==> src/rtl/uart_pkg.sv <==
// Shared UART types: interrupt arbiter FSM state encoding.
package uart_pkg;

  // Arbiter is either waiting for pending work or holding one request open.
  typedef enum logic [0:0] {
    IRQ_ARB_IDLE = 1'b0,
    IRQ_ARB_REQ  = 1'b1
  } uart_irq_arb_state_t;

endpackage : uart_pkg

==> src/rtl/uart_prio_enc.sv <==
// Combinational lowest-index-first priority encoder.
// Index 0 has the highest priority; o_idx is 0 when nothing is set.
module uart_prio_enc #(
  parameter int EVENTS_NUM = 32,
  localparam int ID_W = $clog2(EVENTS_NUM)
) (
  input  logic [EVENTS_NUM-1:0] i_req,
  output logic                  o_valid,
  output logic [ID_W-1:0]       o_idx
);

  // Scan from the top down so the lowest set index is the last to win.
  always_comb begin
    o_valid = |i_req;
    o_idx   = {ID_W{1'b0}};
    for (int i = EVENTS_NUM - 1; i >= 0; i--) begin
      if (i_req[i]) begin
        o_idx = ID_W'(i);
      end else begin
        o_idx = o_idx;
      end
    end
  end

endmodule : uart_prio_enc

==> src/rtl/uart_irq_arbiter.sv <==
// UART interrupt arbiter: captures IRQ rising edges into a pending
// register, serializes them as one req/ack transaction at a time, and
// returns a one-cycle disable pulse per acknowledged or cleared event.
module uart_irq_arbiter #(
  parameter int EVENTS_NUM = 32,
  localparam int ID_W = $clog2(EVENTS_NUM)
) (
  input  logic                  i_clk,
  input  logic                  i_nrst,
  input  logic                  i_arb_en,
  input  logic [EVENTS_NUM-1:0] i_irq_bus,
  input  logic [EVENTS_NUM-1:0] i_sw_clear,
  input  logic                  i_ack,
  output logic                  o_req,
  output logic [ID_W-1:0]       o_irq_id,
  output logic [EVENTS_NUM-1:0] o_pending,
  output logic [EVENTS_NUM-1:0] o_events_disable
);

  import uart_pkg::*;

  localparam logic [EVENTS_NUM-1:0] ONE_HOT_BASE = {{(EVENTS_NUM-1){1'b0}}, 1'b1};

  logic [EVENTS_NUM-1:0] irq_prev_q, irq_prev_d;
  logic [EVENTS_NUM-1:0] pending_q, pending_d;
  logic [EVENTS_NUM-1:0] disable_q, disable_d;
  uart_irq_arb_state_t   state_q, state_d;
  logic                  req_q, req_d;
  logic [ID_W-1:0]       irq_id_q, irq_id_d;

  logic [EVENTS_NUM-1:0] rise_s;
  logic [EVENTS_NUM-1:0] ack_mask_s;
  logic                  ack_hit_s;
  logic                  retract_s;
  logic                  enc_valid_s;
  logic [ID_W-1:0]       enc_idx_s;

  uart_prio_enc #(
    .EVENTS_NUM(EVENTS_NUM)
  ) u_prio_enc (
    .i_req  (pending_q),
    .o_valid(enc_valid_s),
    .o_idx  (enc_idx_s)
  );

  // Edge capture and pending update; a new rise beats any clear of the same bit.
  always_comb begin
    irq_prev_d = i_irq_bus;
    rise_s     = i_irq_bus & ~irq_prev_q;
    ack_hit_s  = (state_q == IRQ_ARB_REQ) && i_ack;
    retract_s  = (state_q == IRQ_ARB_REQ) && !i_ack && i_sw_clear[irq_id_q];
    if (ack_hit_s) begin
      ack_mask_s = ONE_HOT_BASE << irq_id_q;
    end else begin
      ack_mask_s = {EVENTS_NUM{1'b0}};
    end
    pending_d = rise_s | (pending_q & ~i_sw_clear & ~ack_mask_s);
    disable_d = ack_mask_s | i_sw_clear;
  end

  // Request FSM next state: open on lowest pending, close on ack or retract.
  always_comb begin
    state_d  = state_q;
    req_d    = req_q;
    irq_id_d = irq_id_q;
    case (state_q)
      IRQ_ARB_IDLE: begin
        if (i_arb_en && enc_valid_s) begin
          state_d  = IRQ_ARB_REQ;
          req_d    = 1'b1;
          irq_id_d = enc_idx_s;
        end else begin
          state_d  = IRQ_ARB_IDLE;
          req_d    = 1'b0;
        end
      end
      IRQ_ARB_REQ: begin
        if (ack_hit_s || retract_s) begin
          state_d = IRQ_ARB_IDLE;
          req_d   = 1'b0;
        end else begin
          state_d = IRQ_ARB_REQ;
          req_d   = 1'b1;
        end
      end
      default: begin
        state_d  = IRQ_ARB_IDLE;
        req_d    = 1'b0;
        irq_id_d = {ID_W{1'b0}};
      end
    endcase
  end

  // Capture, pending and disable-pulse registers.
  always_ff @(posedge i_clk or negedge i_nrst) begin
    if (!i_nrst) begin
      irq_prev_q <= {EVENTS_NUM{1'b0}};
      pending_q  <= {EVENTS_NUM{1'b0}};
      disable_q  <= {EVENTS_NUM{1'b0}};
    end else begin
      irq_prev_q <= irq_prev_d;
      pending_q  <= pending_d;
      disable_q  <= disable_d;
    end
  end

  // FSM state and its registered request outputs.
  always_ff @(posedge i_clk or negedge i_nrst) begin
    if (!i_nrst) begin
      state_q  <= IRQ_ARB_IDLE;
      req_q    <= 1'b0;
      irq_id_q <= {ID_W{1'b0}};
    end else begin
      state_q  <= state_d;
      req_q    <= req_d;
      irq_id_q <= irq_id_d;
    end
  end

  assign o_req            = req_q;
  assign o_irq_id         = irq_id_q;
  assign o_pending        = pending_q;
  assign o_events_disable = disable_q;

endmodule : uart_irq_arbiter

==> config.mk <==
export PLATFORM = sky130hd
export DESIGN_NAME = uart_irq_arbiter
export DESIGN_NICKNAME = d
export VERILOG_FILES = /design/src/rtl/uart_pkg.sv /design/src/rtl/uart_prio_enc.sv /design/src/rtl/uart_irq_arbiter.sv
export SDC_FILE = /design/constraint.sdc
export NUM_CORES = 1
export LEC_CHECK = 0
export ABC_CLOCK_PERIOD_IN_PS = 2650
export BUFFER_PORTS_ARGS = -buffer_cell sky130_fd_sc_hd__buf_2
export CELL_PAD_IN_SITES_DETAIL_PLACEMENT = 2
export CELL_PAD_IN_SITES_GLOBAL_PLACEMENT = 2
export CORE_ASPECT_RATIO = 1.2
export CORE_MARGIN = 3
export CORE_UTILIZATION = 31
export DETAILED_ROUTE_END_ITERATION = 8
export GPL_TIMING_DRIVEN = 1
export PLACE_DENSITY = 0.76
export SETUP_SLACK_MARGIN = 0.2
export SYNTH_ARGS = -nofsm -noshare
export SYNTH_HDL_FRONTEND = slang
export SYNTH_HIERARCHICAL = 1
export SYNTH_SLANG_ARGS = --single-unit
==> constraint.sdc <==
create_clock -name i_clk -period 2.65 [get_ports i_clk]
set_input_delay 0.53 -clock i_clk [delete_from_list [all_inputs] [get_ports i_clk]]
set_output_delay 0.53 -clock i_clk [all_outputs]
set_load 0.005 [all_outputs]
==> metrics, run 1 <==
I/O Buffers ~140; reg2reg path depth 5; final setup vio count 0; routability cong. ~0.8; met1 Use GR 23.2%; Slew Viols, Final 0; Clock Tree Root clkbuf_16; count of different cell masters after synthesis between 40 and 50; Routed Antenna Nets 0; vias in the first global route about 3800; Max VDD drop between 0.0002 and 0.0003 V; sequential area share after synthesis 61.7%; area delta synth->final 28.9%; H-tree depth 3; post-route setup slack 0.463 ns; Max-slew headroom between 40% and 50%; Post-Syn Area a little over 0.004 mm²; Inst Count DP about 640; yosys warns 6; Pwr Total 3.95 mW; initial drt markers between 60 and 70; Die X about 110 µm; fillers around 1400; global-route wire length before repair around 22000 µm; CP max FO 6; DIE AREA 0.0148 mm²; busiest grt layer met2; Reg2Reg Launch Point o_pending[19]$_DFF_PN0_; Initial Util roughly 32%; largest net degree at the start of global routing 61; I/O pins 138; Worst Hold Class primary input to async pin; pre-CTS setup slack around 0.44 ns; share of cells above drive strength 1 34.3%; Critical Path Sink Type register; Hold Vio Cnt, Final 0; WL per Instance roughly 21 µm; Post-DP HPWL about 11000 µm; CP startpoint kind register; GR Overflow Total 0; CP required 2.88 ns; vias per cell 4.95; power density over the cells between 700 and 800 mW/mm²; Synth Register Bits 102; clock-pin slew on the worst setup and hold paths about 0.07 ns; CTS Sinks around 100; Critical Path AT about 2.4 ns; Avg Inst Size Synth approximately 12 µm²; Core ar. 0.0128 mm²; Final period util 82.5%; worst skew pair latency 0.34 ns; static leakage 2.80 nW; clk_skew around 0.0063 ns; DR pass1 iterations 4; worst slew pin tran ~0.8 ns; CTS Hold Bufs 0; Syn Nets between 400 and 500; leading post-synthesis cells by cell area dfrtp_1 62%, inv_1 6.5%, a21o_1 6.0%, o22ai_1 4.8%, mux4_1 3.2%; status finished, final reports clean; CTS tree done; setup bufs post-CTS 0; # rows 45; Non-Filler Instances 660; met3 GRT Util under 10%; RSZ-0062 raised after global routing no; final net count roughly 560; CTS Buffer Depth 2; DRC 0; CTS Buf Count 9; Crit Reg-Reg Endpoint o_irq_id[0]$_DFFE_PN0P_; setup TNS 0 ns; area share of the largest cell type after synthesis around three fifths; FMAX between 0.4 and 0.5 GHz; Cells after Synth between 300 and 400; post-layout minimum cycle time between 2 and 2.5 ns; initial antenna violation count 0; Crit Path Class register to register; Die Y between 100 and 150 µm; FF-to-FF setup slack around 0.46 ns; top cell type by total area after synthesis dfrtp_1; drt total wl 13600 µm; fin util between 40% and 50%; n_diodes 0; Global Route met2 Usage around 33%; overall routing resource usage a little under a fifth; cts repair resizes 0; Max Cap Viol 0; Vias around 3300
## kinds of logic after synthesis
logic type      synth area share (%)
compound gates                  14.6
mux                             7.08
flops                           61.7
simple gates                    8.60
buf+inv                         7.93
## state kept, by name (all words and copies together), names as in the netlist
signal            flops
irq_prev_q           32
o_events_disable     32
o_pending            32
o_irq_id              5
o_req                 1
## layout make-up
cell class	instances	area (µm²)	area share, %
Clock buffer	11	243	4.55
Clock inverter	5	82.6	1.55
Inverter	72	270	5.07
Multi-Input combinational cell	166	1250	23.5
Sequential cell	102	2550	47.9
Tap cell	164	205	3.85
Timing Repair Buffer	140	723	13.6
## through the flow
stage	hold WS [ns]	cell area [µm²]
4_1_cts	0.197	5330
5_1_grt	0.218	5330
3_5_place_dp	0.421	5000
6_report	0.180	5330
3_3_place_gp	0.413	5000
2_1_floorplan	0.234	4130
## report_power, final
group / switching, mW / internal [mW]
Sequential: 0.184 / 1.67
Clock: 0.575 / 0.854
Combinational: 0.336 / 0.327
Total: 1.10 / 2.86
## cell usage in the layout (no fill, tap or decap), types with 6 or more instances in the layout
master / instances
o22ai_1: 32
clkbuf_16: 9
a21o_1: 33
nor3_1: 7
buf_2: 136
dfrtp_1: 102
nor2_1: 16
nor4_1: 7
a21oi_1: 7
mux2i_1: 6
inv_1: 72
## worst max-delay path, stage by stage (launching register included)
cell	delay, ns
dfrtp_1	0.46
or4_4	0.59
nor3_2	0.20
nand4_1	0.13
nand3b_1	0.30
mux2_2	0.38
## cells in the mapped netlist
cell and n:
a21oi_1 7, nor2_4 2, nor3_1 7, nor4_1 7, buf_4 1, dfrtp_1 102
or4_4 2, a21o_1 33, a22oi_1 1, clkbuf_1 2, nand3_1 2, a211oi_1 1
nor3_2 2, o21a_1 1, nor2b_1 2, nor3b_1 2, nand4b_1 1, a2111oi_0 2
o21ai_1 1, and2_1 2, or3b_4 1, buf_6 2, nand2_1 5, mux2i_1 6
mux4_2 2, inv_1 72, a21boi_2 1, or4_1 2, o21ai_0 2, nand3b_1 2
o2111ai_1 2, and2b_1 1, nand2b_1 1, mux2_2 5, o22ai_1 32, o31ai_1 4
a221oi_1 1, buf_12 1, mux4_1 5, nor2_1 16, nand4_1 3
## worst max path at each step
stage / from / to / slack, ns / depth (start not counted)
6_report: o_pending[19]$_DFF_PN0_ / o_irq_id[0]$_DFFE_PN0P_ / 0.46 / 5
5_1_grt: o_pending[27]$_DFF_PN0_ / o_irq_id[0]$_DFFE_PN0P_ / 0.28 / 6
4_1_cts: o_pending[19]$_DFF_PN0_ / o_irq_id[0]$_DFFE_PN0P_ / 0.43 / 5
3_5_place_dp: o_pending[19]$_DFF_PN0_ / o_irq_id[0]$_DFFE_PN0P_ / 0.44 / 5
3_3_place_gp: o_pending[27]$_DFF_PN0_ / o_irq_id[0]$_DFFE_PN0P_ / 0.56 / 6
2_1_floorplan: o_pending[19]$_DFF_PN0_ / o_irq_id[0]$_DFFE_PN0P_ / 0.70 / 5
## routing by layer
metal / wire length (µm) / up-vias
met5: 0 / -
met4: 292 / 0
met3: 620 / 19
met2: 7100 / 96
met1: 5590 / 1660
li1: - / 1491
No activity file was read; power rests on OpenSTA's default activity.
==> run 2: changes to the inputs <==
- ABC_AREA: not set -> 1
- ABC_CLOCK_PERIOD_IN_PS: 2650 -> 1800
- CORE_UTILIZATION: 31 -> 27
- PLACE_DENSITY: 0.76 -> 0.74
- clock period: 2.65 -> 1.8 ns (I/O delays scaled with it)
==> run 2 against run 1 <==
Compared with the run above: wire length is 20% higher; the run now ends with negative setup slack left; non-clock buffer count is 41 higher; via count is 19% higher; largest power group unchanged; highest routed layer is now met5.
==> metrics, run 2 <==
most common cell in the netlist inv_1 (was dfrtp_1); Non-Filler Instances 869 (was 660); Post-synth EDFFs 0 (unchanged); post-layout minimum cycle time 2.44 ns (was 2.19 ns); DIE AREA 0.0177 mm² (was 0.0148 mm²); Critical Path AT 2.72 ns (was 2.41 ns); overall routing resource usage 18.9% (was 19.1%); vias in the first global route 4600 (was 3781); Max VDD drop 0.000391 V (was 0.000269 V); commonest non-fill, non-tap cell in the layout buf_2 (unchanged); Core ar. 0.0157 mm² (was 0.0128 mm²); CP max FO 2 (was 6); Critical Path Sink Type register (unchanged); area delta synth->final 39.1% (was 28.9%); FMAX 0.410 GHz (was 0.457 GHz); fraction of synthesized area in multiplexers 0% (was 7.08%); CP required 2.08 ns (was 2.88 ns); post-route setup slack -0.640 ns (was 0.463 ns); initial antenna violation count 2 (was 0); WL per Instance 18.9 µm (was 20.6 µm); Synth Area in Adders 0% (unchanged); final net count 724 (was 559); Syn Nets 543 (was 414); static leakage 3.23 nW (was 2.80 nW); Inst Count DP 845 (was 644); vias per cell 4.49 (was 4.95); Hold Vio Cnt, Final 0 (unchanged); CTS Buf Count 9 (unchanged); cell mode on critical path nand2_1; drt total wl 16400 µm (was 13600 µm); routability cong. 0.835 (was 0.810); global-route wire length before repair 25600 µm (was 21900 µm); initial drt markers 92 (was 65); Vias 3898 (was 3266); Crit Reg-Reg Endpoint o_irq_id[0]$_DFFE_PN0P_ (unchanged); CTS tree done (unchanged); H-tree depth 3 (unchanged); largest family of logic cells by synthesized area simple AND/OR/NAND/NOR gates (was compound AO/OA/AOI/OAI gates); internal power 4.64 mW (was 2.86 mW); Synth Area in Compound Gates 13.4% (was 14.6%); CP startpoint kind register (unchanged); Slew Viols, Final 0 (unchanged); switch share 35.1% (was 27.7%); Avg Inst Size Synth 9.17 µm² (was 11.9 µm²); Die X 122 µm (was 111 µm); synth cell count leaders 105 x inv_1, 102 x dfrtp_1, 99 x nand2_1, 32 x o22ai_1, 30 x nand3_1 (was 102 x dfrtp_1, 72 x inv_1, 33 x a21o_1, 32 x o22ai_1, 16 x nor2_1); Hold Path End irq_prev_q[0]$_DFF_PN0_; n_diodes 0 (unchanged); worst slew pin tran 0.405 ns (was 0.797 ns); xor-xnor portion of the synthesized cell area 0% (unchanged); Post-DP HPWL 12900 µm (was 10700 µm); Synth Register Bits 102 (unchanged); final setup vio count 6 (was 0); FF-to-FF setup slack -0.64 ns (was 0.46 ns); Post-Syn Area 0.00436 mm² (was 0.00413 mm²); share of cells above drive strength 1 35.2% (was 34.3%); status complete, but fails checks (was finished, final reports clean); Routed Antenna Nets 0 (unchanged); Crit Path Class register to register (unchanged); main flop type after synthesis dfrtp_1 (unchanged); Reg power frac 37.7% (was 47.0%); switching pwr 2.51 mW (was 1.10 mW); pre-CTS setup slack -0.472 ns (was 0.442 ns); power share of the clock group 29.3% (was 36.2%); CTS Sinks 102 (unchanged); CTS Buffer Depth 2 (unchanged); RSZ-0062 raised after global routing yes (was no); Final period util 136% (was 82.5%); Initial Util 27.7% (was 32.2%); clk_skew 0.00668 ns (was 0.00629 ns); reg2reg path depth 33 (was 5); clock-pin slew on the worst setup and hold paths 0.07 ns (about the same); GR Overflow Total 0 (unchanged); Die Y 145 µm (was 133 µm); async set or reset register ratio after synthesis 100% (unchanged); area share of the largest cell type after synthesis 58.6% (was 61.7%); Clock Tree Root clkbuf_16 (unchanged); crit path max-delay cell type dfrtp_1 (was or4_4); # rows 50 (was 45); Synth Area in Simple Gates 15.4% (was 8.60%); Max-slew headroom 73.0% (was 46.9%); Max Cap Viol 0 (unchanged); count of different cell masters after synthesis 30 (was 41); CP max stage delay 0.39 ns (was 0.59 ns); leading post-synthesis cells by cell area dfrtp_1 59%, inv_1 9.0%, nand2_1 8.5%, o22ai_1 4.6%, nand3_1 3.4% (was dfrtp_1 62%, inv_1 6.5%, a21o_1 6.0%, o22ai_1 4.8%, mux4_1 3.2%); worst skew pair latency 0.35 ns (was 0.34 ns); Worst Hold Class primary input to register (was primary input to async pin); HP Start i_irq_bus[0]; DRC 0 (unchanged); power density over the cells 1180 mW/mm² (was 741 mW/mm²); yosys warns 6 (unchanged); Combinational Power Share 33.1% (was 16.8%); sequential area share after synthesis 58.6% (was 61.7%); top cell type by total area after synthesis dfrtp_1 (unchanged); I/O Buffers 137 (unchanged); largest net degree at the start of global routing 39 (was 61); Cells after Synth 475 (was 346); Hold Path Cell Cnt 1; failing checks negative setup slack; Reg2Reg Launch Point o_pending[30]$_DFF_PN0_ (was o_pending[19]$_DFF_PN0_); I/O pins 138 (unchanged); commonest non-fill, non-tap cells in the layout 136 x buf_2, 105 x inv_1, 101 x dfrtp_1 (was 136 x buf_2, 102 x dfrtp_1, 72 x inv_1); DR pass1 iterations 4 (unchanged)
[run 2: cell count changes in the layout (fill, tap and decap cells not counted), moves of 14 or more]
cell	previous run	this run
o21ai_1	1	15
inv_1	72	105
o21bai_1	0	18
nand3_1	2	28
nand2_1	5	95
a21o_1	33	0
buf_4	3	34
[run 2: through the flow]
step	hold WS, ns	instance area [µm²]	power, mW	setup TNS (ns)	utilization (%)
after detailed placement	0.323	5530	4.95	-2.03	35.2
final	0.128	6060	7.15	-1.94	38.6
after global routing	0.114	6060	7.61	-2.89	38.6
after global placement	0.318	5530	4.86	-1.57	35.2
after floorplan	0.0644	4360	3.96	-0.182	-
after CTS	0.115	6030	7.20	-1.64	38.4
[run 2: layer usage]
metal | share of wire, % | up-vias | routed length (µm) | GRT usage [%]
met5 | 0.16 | - | 27 | 0
met4 | 1.3 | 4 | 216 | 4.60
met3 | 4.5 | 15 | 731 | 4.72
met2 | 55 | 84 | 9060 | 35.7
met1 | 39 | 1955 | 6360 | 20.9
li1 | - | 1840 | - | -
[run 2: critical path: cells and delay by family (launching register included)]
kind | cells | cell delay (ns)
DFF | 1 | 0.39
buffers and inverters | 1 | 0.06
AOI/OAI and AO/OA | 2 | 0.25
and+or+nand+nor | 30 | 1.67
[run 2: final cells by class]
| class | count | area [µm²] |
|---|---|---|
| flip-flops and latches | 102 | 2550 |
| clock inverters | 4 | 70.1 |
| multi-input cells | 248 | 1370 |
| clock buffers | 12 | 246 |
| repair buffers | 181 | 1110 |
| well taps | 208 | 260 |
| fillers | 1790 | 9640 |
| inverters | 114 | 455 |
[run 2: power by group through the flow]
stage	clock network [mW]	registers, mW	logic, mW
finish	2.09	2.69	2.36
global placement	0	2.72	2.14
detailed placement	0	2.74	2.22
global route	2.25	2.72	2.64
CTS	2.15	2.69	2.36
floorplan	0	2.73	1.23
[run 2: kinds of logic after synthesis]
kind of cell           Yosys count
AO/OA/AOI/OAI                   87
flip-flops                     102
AND/OR/NAND/NOR                161
buffers and inverters          125
[run 2: repair_timing]
item,CTS,global route
endpoints found under the setup margin,6,11
hold buffers,1,0
pin swaps,4,1
resized for setup,22,8
hold endpoints to repair,25,0
setup buffers,5,1
cloned,1,0
[run 2: how the worst max path moves through the flow]
stage                                  startpoint                 endpoint  slack (ns)
after CTS                 o_pending[30]$_DFF_PN0_  o_irq_id[0]$_DFFE_PN0P_       -0.54
after detailed placement  o_pending[30]$_DFF_PN0_  o_irq_id[0]$_DFFE_PN0P_       -0.47
final                     o_pending[30]$_DFF_PN0_  o_irq_id[0]$_DFFE_PN0P_       -0.64
after global placement    o_pending[30]$_DFF_PN0_  o_irq_id[0]$_DFFE_PN0P_       -0.36
after floorplan           o_pending[30]$_DFF_PN0_  o_irq_id[0]$_DFFE_PN0P_       -0.18
after global routing      o_pending[30]$_DFF_PN0_  o_irq_id[0]$_DFFE_PN0P_       -0.92
==> run 3: changes to the inputs <==
- BUFFER_PORTS_ARGS: -buffer_cell sky130_fd_sc_hd__buf_2 -> not set
- CORE_UTILIZATION: 27 -> 33
- DONT_BUFFER_PORTS: not set -> 1
- PLACE_DENSITY: 0.74 -> 0.72
==> run 3 against run 2 <==
Compared with the run above: the run ends with negative hold slack, negative setup slack left; power shrank 5.4%; via count shrank 11%; flip-flop and latch count is the same; fmax grew 1.6%; first-iteration DRC count grew 12%; cell count shrank 20%; count of clock-buffer cells in the layout grew 2; global-route usage grew 1.6 points; largest cell class unchanged; largest power group unchanged.
==> metrics, run 3 (same netlist as run 2, synthesis figures left out) <==
status complete, but fails checks (unchanged); failing checks negative hold slack, negative setup slack (was negative setup slack); CP delay by family, top compound AO/OA/AOI/OAI gates (was simple AND/OR/NAND/NOR gates); RSZ-0062 raised after global routing yes (unchanged); WL per Instance 21.5 µm (was 18.9 µm); static leakage 2.68 nW (was 3.23 nW); post-route setup slack -0.603 ns (was -0.640 ns); area delta synth->final 22.9% (was 39.1%); commonest non-fill, non-tap cell in the layout inv_1 (was buf_2); Pwr Total 6.76 mW (was 7.15 mW); I/O pins 138 (unchanged); fillers 1388 (was 1790); initial antenna violation count 0 (was 2); FF-to-FF setup slack -0.60 ns (was -0.64 ns); CP required 2.02 ns (was 2.08 ns); FMAX 0.416 GHz (was 0.410 GHz); Clock Tree Root clkbuf_16 (unchanged); worst slew pin tran 0.395 ns (was 0.405 ns); share of cells above drive strength 1 22.2% (was 35.2%); pre-CTS setup slack -0.523 ns (was -0.472 ns); crit path to o_irq_id[1]$_DFFE_PN0P_ (was o_irq_id[0]$_DFFE_PN0P_); CTS Buffer Depth 2 (unchanged); global-route wire length before repair 23000 µm (was 25600 µm); CTS Sinks 102 (unchanged); reg2reg path depth 18 (was 33); DRC 0 (unchanged); fin area 0.00536 mm² (was 0.00606 mm²); final setup vio count 6 (unchanged); power density over the cells 1260 mW/mm² (was 1180 mW/mm²); Hold Vio Cnt, Final 102 (was 0); initial drt markers 103 (was 92); clock-pin slew on the worst setup and hold paths 0.07 ns (about the same); n_diodes 0 (unchanged); CTS tree done (unchanged); Worst Path Buf+Inv 3 (was 1); setup TNS -1.69 ns (was -1.94 ns); Max VDD drop 0.000560 V (was 0.000391 V); Die X 111 µm (was 122 µm); vias per cell 4.96 (was 4.49); clk_skew 0.00324 ns (was 0.00668 ns); crit path max-delay cell type dfrtp_1 (unchanged); post-layout minimum cycle time 2.40 ns (was 2.44 ns); Critical Path Sink Type register (unchanged); overall routing resource usage 20.6% (was 18.9%); commonest non-fill, non-tap cells in the layout 102 x inv_1, 99 x dfrtp_1, 96 x nand2_1 (was 136 x buf_2, 105 x inv_1, 101 x dfrtp_1); final net count 596 (was 724); drt total wl 14900 µm (was 16400 µm); DIE AREA 0.0146 mm² (was 0.0177 mm²); Slew Viols, Final 0 (unchanged); Vias 3455 (was 3898); Critical Path AT 2.62 ns (was 2.72 ns); Max-slew headroom 73.7% (was 73.0%); largest net degree at the start of global routing 103 (was 39); Final period util 133% (was 136%); Non-Filler Instances 696 (was 869); vias in the first global route 3965 (was 4600); CTS Buf Count 9 (unchanged); Crit Reg-Reg Endpoint o_irq_id[1]$_DFFE_PN0P_ (was o_irq_id[0]$_DFFE_PN0P_); Die Y 132 µm (was 145 µm); Routed Antenna Nets 0 (unchanged); H-tree depth 3 (unchanged); Core ar. 0.0128 mm² (was 0.0157 mm²); Post-DP HPWL 11600 µm (was 12900 µm); Inst Count DP 669 (was 845); GR Overflow Total 0 (unchanged); CP max FO 2 (unchanged); worst skew pair latency 0.35 ns (about the same); Worst Hold Class primary input to async pin (was primary input to register); routability cong. 0.848 (was 0.835); Hold WS -0.301 ns (was 0.128 ns); # rows 45 (was 50); CP max stage delay 0.38 ns (was 0.39 ns); I/O Buffers 0 (was 137); DR pass1 iterations 4 (unchanged); Reg2Reg Launch Point o_pending[31]$_DFF_PN0_ (was o_pending[30]$_DFF_PN0_); Worst path depth 18 (was 33); Crit Path Class register to register (unchanged); CP startpoint kind register (unchanged); CP startpoint o_pending[31]$_DFF_PN0_ (was o_pending[30]$_DFF_PN0_); critical path cell sequence buf_4, buf_6, nor2_4, inv_2, a311oi_2, o31ai_1, o21ai_1, nand2_1, nand2_1, nand2_1, nand2_1, nand2_1, nand2_1, nand2_1, a21oi_2, a211oi_1, nor2_1, a21oi_1; DP Area 0.00479 mm² (was 0.00553 mm²); Max Cap Viol 0 (unchanged); Initial Util 34.1% (was 27.7%); cell mode on critical path nand2_1 (unchanged)
[run 3: timing repair]
item / 4_1_cts / 5_1_grt
gates resized for setup: 13 / 28
cloned: 1 / 0
pin swaps: 4 / 11
endpoints found under the setup margin: 24 / 23
buffers inserted: 5 / 6
endpoints found under the hold margin: 102 / 102
[run 3: routing by layer]
metal,GRT usage [%],routed length [µm],vias up
met4,6.84,288,0
met3,7.12,1030,21
met5,0,0,-
li1,-,-,1579
met1,20.7,5310,1752
met2,39.2,8310,103
[run 3: through the flow]
stage,hold WS (ns),util (%)
5_1_grt,-0.321,41.9
6_report,-0.301,41.9
3_5_place_dp,0.0673,37.5
4_1_cts,-0.318,40.7
2_1_floorplan,0.0644,-
3_3_place_gp,0.0684,37.5
[run 3: final cells by class]
type | count | area (µm²) | share of cell area (%)
clock inverter | 1 | 30.0 | 0.561
multi-input combinational | 248 | 1400 | 26.1
sequential | 102 | 2560 | 47.7
tap | 164 | 205 | 3.83
timing repair buffer | 53 | 450 | 8.41
clock buffer | 14 | 254 | 4.74
inverter | 114 | 463 | 8.64
[run 3: worst min path at each step]
| stage | from | end | slack [ns] | cells after the start |
|---|---|---|---|---|
| floorplan | i_nrst | irq_prev_q[0]$_DFF_PN0_ | 0.06 | 0 |
| global placement | i_nrst | o_events_disable[25]$_DFF_PN0_ | 0.07 | 0 |
| detailed placement | i_nrst | o_events_disable[24]$_DFF_PN0_ | 0.07 | 0 |
| CTS | i_nrst | o_pending[26]$_DFF_PN0_ | -0.32 | 0 |
| global route | i_nrst | o_pending[26]$_DFF_PN0_ | -0.32 | 0 |
| finish | i_nrst | o_pending[26]$_DFF_PN0_ | -0.30 | 0 |
[run 3: power breakdown]
| group | switching, mW | internal, mW | leakage [nW] |
|---|---|---|---|
| Sequential | 0.219 | 2.52 | 1.20 |
| Combinational | 1.33 | 0.757 | 1.34 |
| Clock | 0.822 | 1.11 | 0.137 |
| Total | 2.37 | 4.39 | 2.68 |
[run 3: worst register-to-register path: stages (launching register included)]
cell	delay (ns)
dfrtp_1	0.38
buf_4	0.14
buf_6	0.11
nor2_4	0.10
inv_2	0.06
a311oi_2	0.30
o31ai_1	0.11
o21ai_1	0.15
nand2_1	0.08
nand2_1	0.10
nand2_1	0.06
nand2_1	0.05
nand2_1	0.05
nand2_1	0.06
nand2_1	0.07
a21oi_2	0.15
a211oi_1	0.08
nor2_1	0.15
a21oi_1	0.07
